**src/rtl/mem_rr_arbiter.sv**
```systemverilog
// Two-requester round-robin arbiter and access sequencer for an 8x8 synchronous memory.
// Every transaction runs IDLE -> ISSUE -> WAIT -> RESP; all outputs come from registers.
module mem_rr_arbiter #(
    parameter int unsigned ADDR_W = 3,
    parameter int unsigned DATA_W = 8
) (
    input  logic              clk,
    input  logic              rst,
    input  logic              a_req,
    input  logic              a_we,
    input  logic [ADDR_W-1:0] a_addr,
    input  logic [DATA_W-1:0] a_wdata,
    output logic              a_ack,
    input  logic              b_req,
    input  logic              b_we,
    input  logic [ADDR_W-1:0] b_addr,
    input  logic [DATA_W-1:0] b_wdata,
    output logic              b_ack,
    output logic [DATA_W-1:0] rdata,
    output logic              busy,
    output logic              mem_enable,
    output logic              mem_rb_w,
    output logic [ADDR_W-1:0] mem_address,
    output logic [DATA_W-1:0] mem_data_in,
    input  logic [DATA_W-1:0] mem_data_out
);

    typedef enum logic [1:0] {
        IDLE  = 2'd0,
        ISSUE = 2'd1,
        WAIT  = 2'd2,
        RESP  = 2'd3
    } state_t;

    state_t r_state;
    logic   r_we;
    logic   r_owner_b;
    logic   r_last_b;
    logic   w_grant_b;

    // B wins when it is alone, or on a tie when A was served last.
    assign w_grant_b = b_req & (~a_req | ~r_last_b);

    // mem_address/mem_data_in double as the latched request and hold outside ISSUE.
    always_ff @(posedge clk) begin
        if (rst) begin
            r_state     <= IDLE;
            r_we        <= 1'b0;
            r_owner_b   <= 1'b0;
            r_last_b    <= 1'b1;
            a_ack       <= 1'b0;
            b_ack       <= 1'b0;
            busy        <= 1'b0;
            rdata       <= '0;
            mem_enable  <= 1'b0;
            mem_rb_w    <= 1'b0;
            mem_address <= '0;
            mem_data_in <= '0;
        end else begin
            case (r_state)
                IDLE: begin
                    a_ack <= 1'b0;
                    b_ack <= 1'b0;
                    if (a_req || b_req) begin
                        r_owner_b   <= w_grant_b;
                        r_last_b    <= w_grant_b;
                        r_we        <= w_grant_b ? b_we : a_we;
                        mem_rb_w    <= w_grant_b ? b_we : a_we;
                        mem_address <= w_grant_b ? b_addr : a_addr;
                        mem_data_in <= w_grant_b ? b_wdata : a_wdata;
                        mem_enable  <= 1'b1;
                        busy        <= 1'b1;
                        r_state     <= ISSUE;
                    end
                end
                ISSUE: begin
                    mem_enable <= 1'b0;
                    mem_rb_w   <= 1'b0;
                    r_state    <= WAIT;
                end
                WAIT: begin
                    if (!r_we) begin
                        rdata <= mem_data_out;
                    end
                    a_ack   <= ~r_owner_b;
                    b_ack   <= r_owner_b;
                    r_state <= RESP;
                end
                RESP: begin
                    a_ack   <= 1'b0;
                    b_ack   <= 1'b0;
                    busy    <= 1'b0;
                    r_state <= IDLE;
                end
                default: begin
                    r_state <= IDLE;
                end
            endcase
        end
    end

endmodule
```
**config.mk**
```make
export PLATFORM = sky130hd
export DESIGN_NAME = mem_rr_arbiter
export DESIGN_NICKNAME = d
export VERILOG_FILES = /design/src/rtl/mem_rr_arbiter.sv
export SDC_FILE = /design/constraint.sdc
export NUM_CORES = 1
export LEC_CHECK = 0
export BUFFER_PORTS_ARGS = -buffer_cell sky130_fd_sc_hd__buf_2
export CORE_UTILIZATION = 30
export DETAILED_ROUTE_END_ITERATION = 10
export PLACE_DENSITY = 0.58
export SLEW_MARGIN = 30
export SYNTH_ARGS = -nofsm -noshare
export SYNTH_HDL_FRONTEND = slang
export SYNTH_SLANG_ARGS = --single-unit
```
**constraint.sdc**
```tcl
create_clock -name clk -period 1.33 [get_ports clk]
set_input_delay 0.266 -clock clk [delete_from_list [all_inputs] [get_ports clk]]
set_output_delay 0.266 -clock clk [all_outputs]
set_load 0.01 [all_outputs]
```
==> results of run 1 <==
registers in the layout, indices dropped and copies added, names as in the netlist, 2 cells and up:
name	count
mem_data_in	8
rdata	8
mem_address	3
r_state	2
cell type report:
class                           count  area (µm²)  share of cell area, %
Multi-Input combinational cell    100         696                   38.0
Sequential cell                    29         586                   31.9
Timing Repair Buffer               69         390                   21.3
Clock buffer                        8        80.1                   4.37
Tap cell                           50        62.6                   3.41
Inverter                            5        18.8                   1.02
worst register-to-register path: cells and delay by family (launching register included):
family                   cells  cell delay, ns
AND/OR/NAND/NOR              2            0.48
flip-flops                   1            0.36
buffers and inverters        1            0.04
adder cells (fa/ha/maj)      1            0.18
AO/OA/AOI/OAI                1            0.14
cell usage after synthesis:
cell type | count | area [µm²]
sky130_fd_sc_hd__buf_4 | 2 | 15.0
sky130_fd_sc_hd__and3_1 | 1 | 6.26
sky130_fd_sc_hd__buf_2 | 4 | 20.0
sky130_fd_sc_hd__nor2b_1 | 1 | 6.26
sky130_fd_sc_hd__nand3_1 | 1 | 5.00
sky130_fd_sc_hd__nor2_1 | 12 | 45.0
sky130_fd_sc_hd__o21ai_1 | 2 | 10.0
sky130_fd_sc_hd__o21ai_0 | 13 | 65.1
sky130_fd_sc_hd__buf_6 | 1 | 11.3
sky130_fd_sc_hd__dfxtp_1 | 29 | 581
sky130_fd_sc_hd__a22oi_1 | 2 | 15.0
sky130_fd_sc_hd__nand2_1 | 14 | 52.6
sky130_fd_sc_hd__or3_1 | 1 | 6.26
sky130_fd_sc_hd__o32ai_2 | 1 | 16.3
sky130_fd_sc_hd__nand2b_1 | 2 | 12.5
sky130_fd_sc_hd__buf_1 | 1 | 3.75
sky130_fd_sc_hd__a32oi_1 | 1 | 8.76
sky130_fd_sc_hd__nor3_1 | 1 | 5.00
sky130_fd_sc_hd__mux2i_1 | 8 | 80.1
sky130_fd_sc_hd__a21oi_1 | 8 | 40.0
sky130_fd_sc_hd__o22ai_1 | 1 | 6.26
sky130_fd_sc_hd__o32ai_1 | 1 | 8.76
sky130_fd_sc_hd__a211oi_1 | 1 | 7.51
sky130_fd_sc_hd__a21oi_2 | 18 | 158
sky130_fd_sc_hd__o21a_1 | 1 | 7.51
sky130_fd_sc_hd__inv_2 | 1 | 3.75
sky130_fd_sc_hd__a21bo_1 | 1 | 10.0
sky130_fd_sc_hd__a21boi_2 | 1 | 11.3
sky130_fd_sc_hd__ha_1 | 6 | 75.1
sky130_fd_sc_hd__clkbuf_1 | 1 | 3.75
sky130_fd_sc_hd__nor3b_2 | 1 | 12.5
sky130_fd_sc_hd__inv_1 | 4 | 15.0
sky130_fd_sc_hd__nand3b_1 | 1 | 7.51
layout by cell type (no fill, tap or decap), types with 3 or more instances in the layout:
cell type	netlist	layout
sky130_fd_sc_hd__buf_2	4	59
sky130_fd_sc_hd__dfxtp_1	29	27
sky130_fd_sc_hd__a21oi_2	18	18
sky130_fd_sc_hd__nand2_1	14	14
sky130_fd_sc_hd__o21ai_0	13	13
sky130_fd_sc_hd__nor2_1	12	12
sky130_fd_sc_hd__a21oi_1	8	8
sky130_fd_sc_hd__mux2i_1	8	8
sky130_fd_sc_hd__buf_4	2	8
sky130_fd_sc_hd__ha_1	6	5
sky130_fd_sc_hd__clkbuf_8	0	5
sky130_fd_sc_hd__inv_2	1	3
sky130_fd_sc_hd__clkbuf_1	1	3
report_power, final:
part | internal, µW | total [µW] | switching, µW | leakage [µW]
Combinational | 723 | 1520 | 798 | 0.000557
Sequential | 1120 | 1240 | 126 | 0.000240
Clock | 371 | 685 | 314 | 0.0000395
Total | 2210 | 3450 | 1240 | 0.000836
metrics by stage:
step / utilization, % / cell area [µm²]
floorplan: - / 1350
global placement: 42.1 / 1730
detailed placement: 42.1 / 1730
CTS: 44.1 / 1820
global route: 44.5 / 1830
finish: 44.5 / 1830
how the worst max path moves through the flow:
stage	from	to	slack [ns]
after floorplan	r_state[0]	busy	0.005
after global placement	r_state[0]	mem_address[1]	-0.01
after detailed placement	r_state[0]	mem_data_in[6]	-0.04
after CTS	r_state[0]	r_state[0]	0.04
after global routing	r_state[0]	busy	-0.02
final	r_state[1]	busy	0.06
logic make-up after synthesis:
kind of cell / count (synthesis) / share of synthesized area, %
flip-flops: 29 / 43.6
buffers and inverters: 14 / 5.45
multiplexers: 8 / 6.02
adder cells (fa/ha/maj): 6 / 5.64
AO/OA/AOI/OAI: 51 / 27.4
AND/OR/NAND/NOR: 35 / 11.9
repair_timing:
item                                    CTS  global route
endpoints found under the setup margin   11             9
pin swaps                                 0             1
resized for setup                         1             5
layer usage:
| layer | wire length, µm | part of all wire, % | track usage [%] |
|---|---|---|---|
| met2 | 1310 | 43 | 21.7 |
| met1 | 1470 | 48 | 17.8 |
| met3 | 250 | 8.2 | 4.28 |
| met5 | 0 | 0 | 0 |
| met4 | 37 | 1.2 | 6.25 |
==> run_summary.xml, run 1 <==
<?xml version="1.0" encoding="UTF-8"?>
<metrics>
  <group name="status">
    <metric name="outcome" unit="">finished clean</metric>
  </group>
  <group name="routing">
    <metric name="post-route-drc-count" unit="">0</metric>
    <metric name="avgRoutedWirePerCell" unit="µm">11.7</metric>
    <metric name="drtPass1Iterations" unit="">4</metric>
    <metric name="via_count" unit="">1183</metric>
    <metric name="drt_first_iter_violations" unit="">47</metric>
    <metric name="routed_wirelength" unit="µm">3070</metric>
    <metric name="route.antenna.remaining_nets" unit="">0</metric>
    <metric name="routed_via_density" unit="">4.53</metric>
  </group>
  <group name="global_routing">
    <metric name="number_of_antenna_violations_at_the_first_check_in_global_routing" unit="">0</metric>
    <metric name="number_of_global_route_vias_before_repair" unit="">1105</metric>
    <metric name="grt_overflow" unit="">0</metric>
    <metric name="grt_usage" unit="%">14.0</metric>
    <metric name="grt_max_degree" unit="">15</metric>
    <metric name="grt_first_pass_wirelength" unit="µm">4870</metric>
  </group>
  <group name="cts">
    <metric name="cts.root.buffer_cell" unit="">sky130_fd_sc_hd__clkbuf_8</metric>
    <metric name="cts.hold.buffers_added" unit="">0</metric>
    <metric name="cts_tree" unit="">done</metric>
    <metric name="clkSinkCount" unit="">29</metric>
    <metric name="htree_num_levels" unit="">2</metric>
    <metric name="tritoncts.num_buffers" unit="">5</metric>
    <metric name="post-cts-setup-buffers" unit="">0</metric>
    <metric name="max_buffers_root_to_sink" unit="">2</metric>
    <metric name="worst_skew_pair.late_latency" unit="ns">0.27</metric>
    <metric name="clkTransAtPathRegs" unit="ns">0.06</metric>
  </group>
  <group name="place">
    <metric name="placement.io_buffers" unit="">59</metric>
    <metric name="routabilityCongestion" unit="">0.724</metric>
    <metric name="dpl.cell_count" unit="">253</metric>
    <metric name="dpl_worst_slack" unit="ns">-0.0426</metric>
    <metric name="hpwl" unit="µm">2210</metric>
  </group>
  <group name="floorplanning">
    <metric name="die_area" unit="mm²">0.00471</metric>
    <metric name="number_of_primary_i_o_pins" unit="">60</metric>
    <metric name="die-height" unit="µm">68.6</metric>
    <metric name="rows" unit="">23</metric>
    <metric name="core_area" unit="mm²">0.00412</metric>
    <metric name="initial_cell_density_of_the_core" unit="%">32.4</metric>
    <metric name="floorplan.die.width" unit="µm">68.6</metric>
  </group>
  <group name="timing">
    <metric name="max_slew.worst_pin.slew" unit="ns">0.355</metric>
    <metric name="setup-tns-final" unit="ns">0</metric>
    <metric name="postLayoutSetupSlackWorst" unit="ns">0.0633</metric>
    <metric name="fin_worst_skew" unit="ns">0.00247</metric>
    <metric name="final-max-slew-violation-count" unit="">0</metric>
    <metric name="timing.final.crit_share" unit="%">95.2</metric>
    <metric name="setup_viol" unit="">0</metric>
    <metric name="timing.max_slew.rel_slack" unit="%">76.3</metric>
    <metric name="clock.fmax" unit="MHz">789</metric>
    <metric name="final_hold_violations" unit="">0</metric>
    <metric name="fin_worst_hold_slack" unit="ns">0.222</metric>
    <metric name="finalCriticalPeriod" unit="ns">1.27</metric>
    <metric name="grt_setup_unrepaired" unit="">true</metric>
  </group>
  <group name="critical_path">
    <metric name="maximum_fanout_count_along_the_critical_path" unit="">7</metric>
    <metric name="ff2ff_setup_slack" unit="ns">0.06</metric>
    <metric name="crit_slowest_cell" unit="">sky130_fd_sc_hd__dfxtp_4</metric>
    <metric name="series_of_cell_instances_along_the_critical_path" unit="">inv_2 &gt; ha_2 &gt; nor3b_4 &gt; or3_1 &gt; a21oi_1</metric>
    <metric name="timing.reg2reg.worst_path_depth" unit="">5</metric>
    <metric name="critical-path-top-delay-family" unit="">simple AND/OR/NAND/NOR gates</metric>
    <metric name="worstSetupPathDepth" unit="">5</metric>
    <metric name="crit-reg2reg-capture" unit="">busy</metric>
    <metric name="worstSetupStartpointType" unit="">register</metric>
    <metric name="timing.critical_path.slowest_cell_delay" unit="ns">0.36</metric>
    <metric name="timing_worst_setup_path_type" unit="">register to register</metric>
    <metric name="endpoint_kind" unit="">register</metric>
    <metric name="critical_path_arrival" unit="ns">1.47</metric>
    <metric name="worst_ep_required" unit="ns">1.54</metric>
    <metric name="critical_path.n_buffers_inverters" unit="">1</metric>
    <metric name="critical_path.reg2reg.startpoint" unit="">r_state[1]</metric>
  </group>
  <group name="logic_synthesis">
    <metric name="syn-mean-instance-area" unit="µm²">9.31</metric>
    <metric name="yosys_warning_total" unit="">0</metric>
    <metric name="mappedNetlistArea" unit="mm²">0.00133</metric>
    <metric name="ys_seq_area_share" unit="%">43.6</metric>
    <metric name="post_synth_inst_count" unit="">143</metric>
    <metric name="ys_ff_latch" unit="">29</metric>
    <metric name="yosysUniqueCellTypes" unit="">33</metric>
    <metric name="synthesis.nets" unit="">185</metric>
  </group>
  <group name="final_layout">
    <metric name="finish.net_count" unit="">252</metric>
    <metric name="signed_area_change_from_the_synthesized_netlist_to_the_final_layout" unit="%">37.7</metric>
    <metric name="num_antenna_cells" unit="">0</metric>
    <metric name="fill_cells" unit="">430</metric>
    <metric name="post_route_cells_drive_above_1_share" unit="%">48.8</metric>
    <metric name="instances_no_fill" unit="">261</metric>
  </group>
  <group name="pwr">
    <metric name="power.ir.vdd_worst" unit="mV">0.741</metric>
    <metric name="p_per_area" unit="mW/mm²">1880</metric>
    <metric name="total_power" unit="µW">3450</metric>
    <metric name="power.leakage" unit="µW">0.000836</metric>
  </group>
  <group name="hold_path">
    <metric name="worstHoldEndpoint" unit="">rdata[6]</metric>
    <metric name="timing.hold.worst_path_depth" unit="">2</metric>
    <metric name="holdCritStartpoint" unit="">rst</metric>
    <metric name="hold_path_class" unit="">input port to register</metric>
  </group>
  <group name="flow_run">
    <metric name="maximum_capacitance_violations" unit="">0</metric>
  </group>
</metrics>
(Power assumes the default switching activity.)
==> inputs of run 2 (changes only) <==
--- a/config.mk
+++ b/config.mk
@@ -9,6 +9,7 @@
 export CORE_UTILIZATION = 30
 export DETAILED_ROUTE_END_ITERATION = 10
 export PLACE_DENSITY = 0.58
+export RECOVER_POWER = 25
 export SLEW_MARGIN = 30
 export SYNTH_ARGS = -nofsm -noshare
 export SYNTH_HDL_FRONTEND = slang
==> run 2 against run 1 <==
Net effect:
- non-clock buffer count stayed put
- register-to-register slack hardly changed
- utilization is 0.33 points lower
- total power is 0.32% lower
- clock-buffer cell count stayed put
- hold slack worse by 0.0021 ns
- cell area is 0.75% lower
- routed wire length is 1.3% higher
- global-route usage stayed put
==> run_summary.xml, run 2 (synthesized netlist as in run 1, its figures left out) <==
<?xml version="1.0" encoding="UTF-8"?>
<metrics>
  <group name="status">
    <metric name="outcome" unit="">finished clean</metric>
  </group>
  <group name="hold_path">
    <metric name="hold_path_class" unit="">input port to register</metric>
    <metric name="holdCritStartpoint" unit="">rst</metric>
  </group>
  <group name="cts">
    <metric name="clkSinkCount" unit="">29</metric>
    <metric name="htree_num_levels" unit="">2</metric>
    <metric name="tritoncts.num_buffers" unit="">5</metric>
    <metric name="cts_tree" unit="">done</metric>
    <metric name="cts.root.buffer_cell" unit="">sky130_fd_sc_hd__clkbuf_8</metric>
    <metric name="max_buffers_root_to_sink" unit="">2</metric>
    <metric name="clkTransAtPathRegs" unit="ns">0.06</metric>
    <metric name="post-cts-setup-buffers" unit="">0</metric>
    <metric name="worst_skew_pair.late_latency" unit="ns">0.27</metric>
  </group>
  <group name="global_routing">
    <metric name="number_of_antenna_violations_at_the_first_check_in_global_routing" unit="">0</metric>
    <metric name="grt_first_pass_wirelength" unit="µm">4870</metric>
    <metric name="grt_usage" unit="%">14.0</metric>
    <metric name="grt_overflow" unit="">0</metric>
    <metric name="number_of_global_route_vias_before_repair" unit="">1105</metric>
    <metric name="grt_max_degree" unit="">15</metric>
  </group>
  <group name="critical_path">
    <metric name="worst_ep_required" unit="ns">1.54</metric>
    <metric name="endpoint_kind" unit="">register</metric>
    <metric name="startpoint" unit="">r_state[1]</metric>
    <metric name="timing_worst_setup_path_type" unit="">register to register</metric>
    <metric name="critical_path.reg2reg.startpoint" unit="">r_state[1]</metric>
    <metric name="critical_path_arrival" unit="ns">1.48</metric>
    <metric name="maximum_fanout_count_along_the_critical_path" unit="">7</metric>
    <metric name="worstSetupStartpointType" unit="">register</metric>
  </group>
  <group name="pwr">
    <metric name="switching_share" unit="%">36.3</metric>
    <metric name="power.ir.vdd_worst" unit="mV">0.742</metric>
    <metric name="net-switching-power" unit="µW">1250</metric>
    <metric name="power.leakage" unit="µW">0.000792</metric>
    <metric name="p_comb_share" unit="%">43.7</metric>
    <metric name="p_per_area" unit="mW/mm²">1890</metric>
    <metric name="internal-power" unit="µW">2190</metric>
    <metric name="power.sequential.fraction" unit="%">36.3</metric>
    <metric name="power_frac_clock" unit="%">20.1</metric>
  </group>
  <group name="floorplanning">
    <metric name="floorplan.die.width" unit="µm">68.6</metric>
    <metric name="die-height" unit="µm">68.6</metric>
    <metric name="core_area" unit="mm²">0.00412</metric>
    <metric name="initial_cell_density_of_the_core" unit="%">32.4</metric>
    <metric name="die_area" unit="mm²">0.00471</metric>
    <metric name="rows" unit="">23</metric>
    <metric name="number_of_primary_i_o_pins" unit="">60</metric>
  </group>
  <group name="final_layout">
    <metric name="multi_input_area" unit="µm²">696</metric>
    <metric name="num_antenna_cells" unit="">0</metric>
    <metric name="fill_cells" unit="">433</metric>
    <metric name="most-common-layout-cells" unit="">48 x sky130_fd_sc_hd__buf_2, 27 x sky130_fd_sc_hd__dfxtp_1, 18 x sky130_fd_sc_hd__a21oi_2</metric>
    <metric name="post_route_cells_drive_above_1_share" unit="%">43.6</metric>
    <metric name="signed_area_change_from_the_synthesized_netlist_to_the_final_layout" unit="%">36.7</metric>
    <metric name="finish.net_count" unit="">252</metric>
    <metric name="postLayoutCoreUtil" unit="%">44.2</metric>
    <metric name="register_area" unit="µm²">586</metric>
    <metric name="layout_commonest_cell" unit="">sky130_fd_sc_hd__buf_2</metric>
    <metric name="layout_top_registers" unit="">mem_data_in (8), rdata (8), mem_address (3)</metric>
  </group>
  <group name="routing">
    <metric name="route.antenna.remaining_nets" unit="">0</metric>
    <metric name="avgRoutedWirePerCell" unit="µm">11.9</metric>
    <metric name="via_count" unit="">1189</metric>
    <metric name="routed_wirelength" unit="µm">3100</metric>
    <metric name="drtPass1Iterations" unit="">4</metric>
    <metric name="post-route-drc-count" unit="">0</metric>
    <metric name="drt_first_iter_violations" unit="">55</metric>
    <metric name="routed_via_density" unit="">4.56</metric>
  </group>
  <group name="timing">
    <metric name="clock.fmax" unit="MHz">790</metric>
    <metric name="setup_viol" unit="">0</metric>
    <metric name="final_hold_violations" unit="">0</metric>
    <metric name="grt_setup_unrepaired" unit="">true</metric>
    <metric name="fin_worst_hold_slack" unit="ns">0.220</metric>
    <metric name="timing.final.crit_share" unit="%">95.2</metric>
    <metric name="final-max-slew-violation-count" unit="">0</metric>
    <metric name="postLayoutSetupSlackWorst" unit="ns">0.0635</metric>
    <metric name="fin_worst_skew" unit="ns">0.00283</metric>
    <metric name="timing.max_slew.rel_slack" unit="%">75.5</metric>
    <metric name="max_slew.worst_pin.slew" unit="ns">0.367</metric>
    <metric name="finalCriticalPeriod" unit="ns">1.27</metric>
  </group>
  <group name="place">
    <metric name="placement.io_buffers" unit="">59</metric>
    <metric name="routabilityCongestion" unit="">0.724</metric>
    <metric name="dpl_worst_slack" unit="ns">-0.0426</metric>
    <metric name="hpwl" unit="µm">2210</metric>
  </group>
  <group name="flow_run">
    <metric name="maximum_capacitance_violations" unit="">0</metric>
  </group>
</metrics>
==> run 2: cell types whose count changed in the layout (fill, tap and decap cells not counted), sizes merged <==
cell,previous run,this run
buf,69,58
clkbuf,8,19
==> run 2: per-layer routing <==
| layer | vias to the layer above | GRT usage (%) | part of all wire [%] |
|---|---|---|---|
| met2 | 52 | 21.7 | 43 |
| met5 | - | 0 | 0 |
| met1 | 506 | 17.8 | 48 |
| met4 | 0 | 6.25 | 0.84 |
| met3 | 4 | 4.28 | 8.6 |
| li1 | 627 | - | - |
==> run 2: critical path, stage by stage (launching register included) <==
cell	delay (ns)
sky130_fd_sc_hd__dfxtp_4	0.36
sky130_fd_sc_hd__inv_2	0.04
sky130_fd_sc_hd__ha_2	0.18
sky130_fd_sc_hd__nor3b_4	0.17
sky130_fd_sc_hd__or3_1	0.31
sky130_fd_sc_hd__a21oi_1	0.14
==> run 2: area by class of cell <==
cell class,instances,share of cell area [%]
Multi-Input combinational cell,100,38.2
Tap cell,50,3.44
Sequential cell,29,32.2
Inverter,5,1.03
Timing Repair Buffer,69,20.7
Clock buffer,8,4.40
==> run 2: stage by stage <==
step                setup TNS [ns]  std cells  total power (µW)  area, µm²
floorplan                        0        143              2240       1350
global placement           -0.0701        253              2740       1730
detailed placement          -0.260        253              2750       1730
CTS                              0        261              3470       1820
global route               -0.0605        261              3700       1820
finish                           0        261              3440       1820
==> run 2: what timing repair did <==
action,in CTS,in global routing
hold buffers,0,0
gates resized for setup,1,5
cloned,0,0
endpoints found under the hold margin,0,0
pin swaps,0,1
setup endpoints to repair,11,9
==> run 2: power by group through the flow <==
stage	Combinational, µW	Clock [µW]	Sequential [µW]
2_1_floorplan	894	0	1340
3_3_place_gp	1480	0	1260
3_5_place_dp	1500	0	1250
4_1_cts	1510	719	1240
5_1_grt	1660	757	1280
6_report	1500	689	1250
==> run 2: final timing paths <==
check | end | cells past startpoint | slack, ns
min reg2reg | b_ack | 2 | 0.45
min | rdata[6] | 2 | 0.22
max | busy | 5 | 0.06
max reg2reg | busy | 5 | 0.06
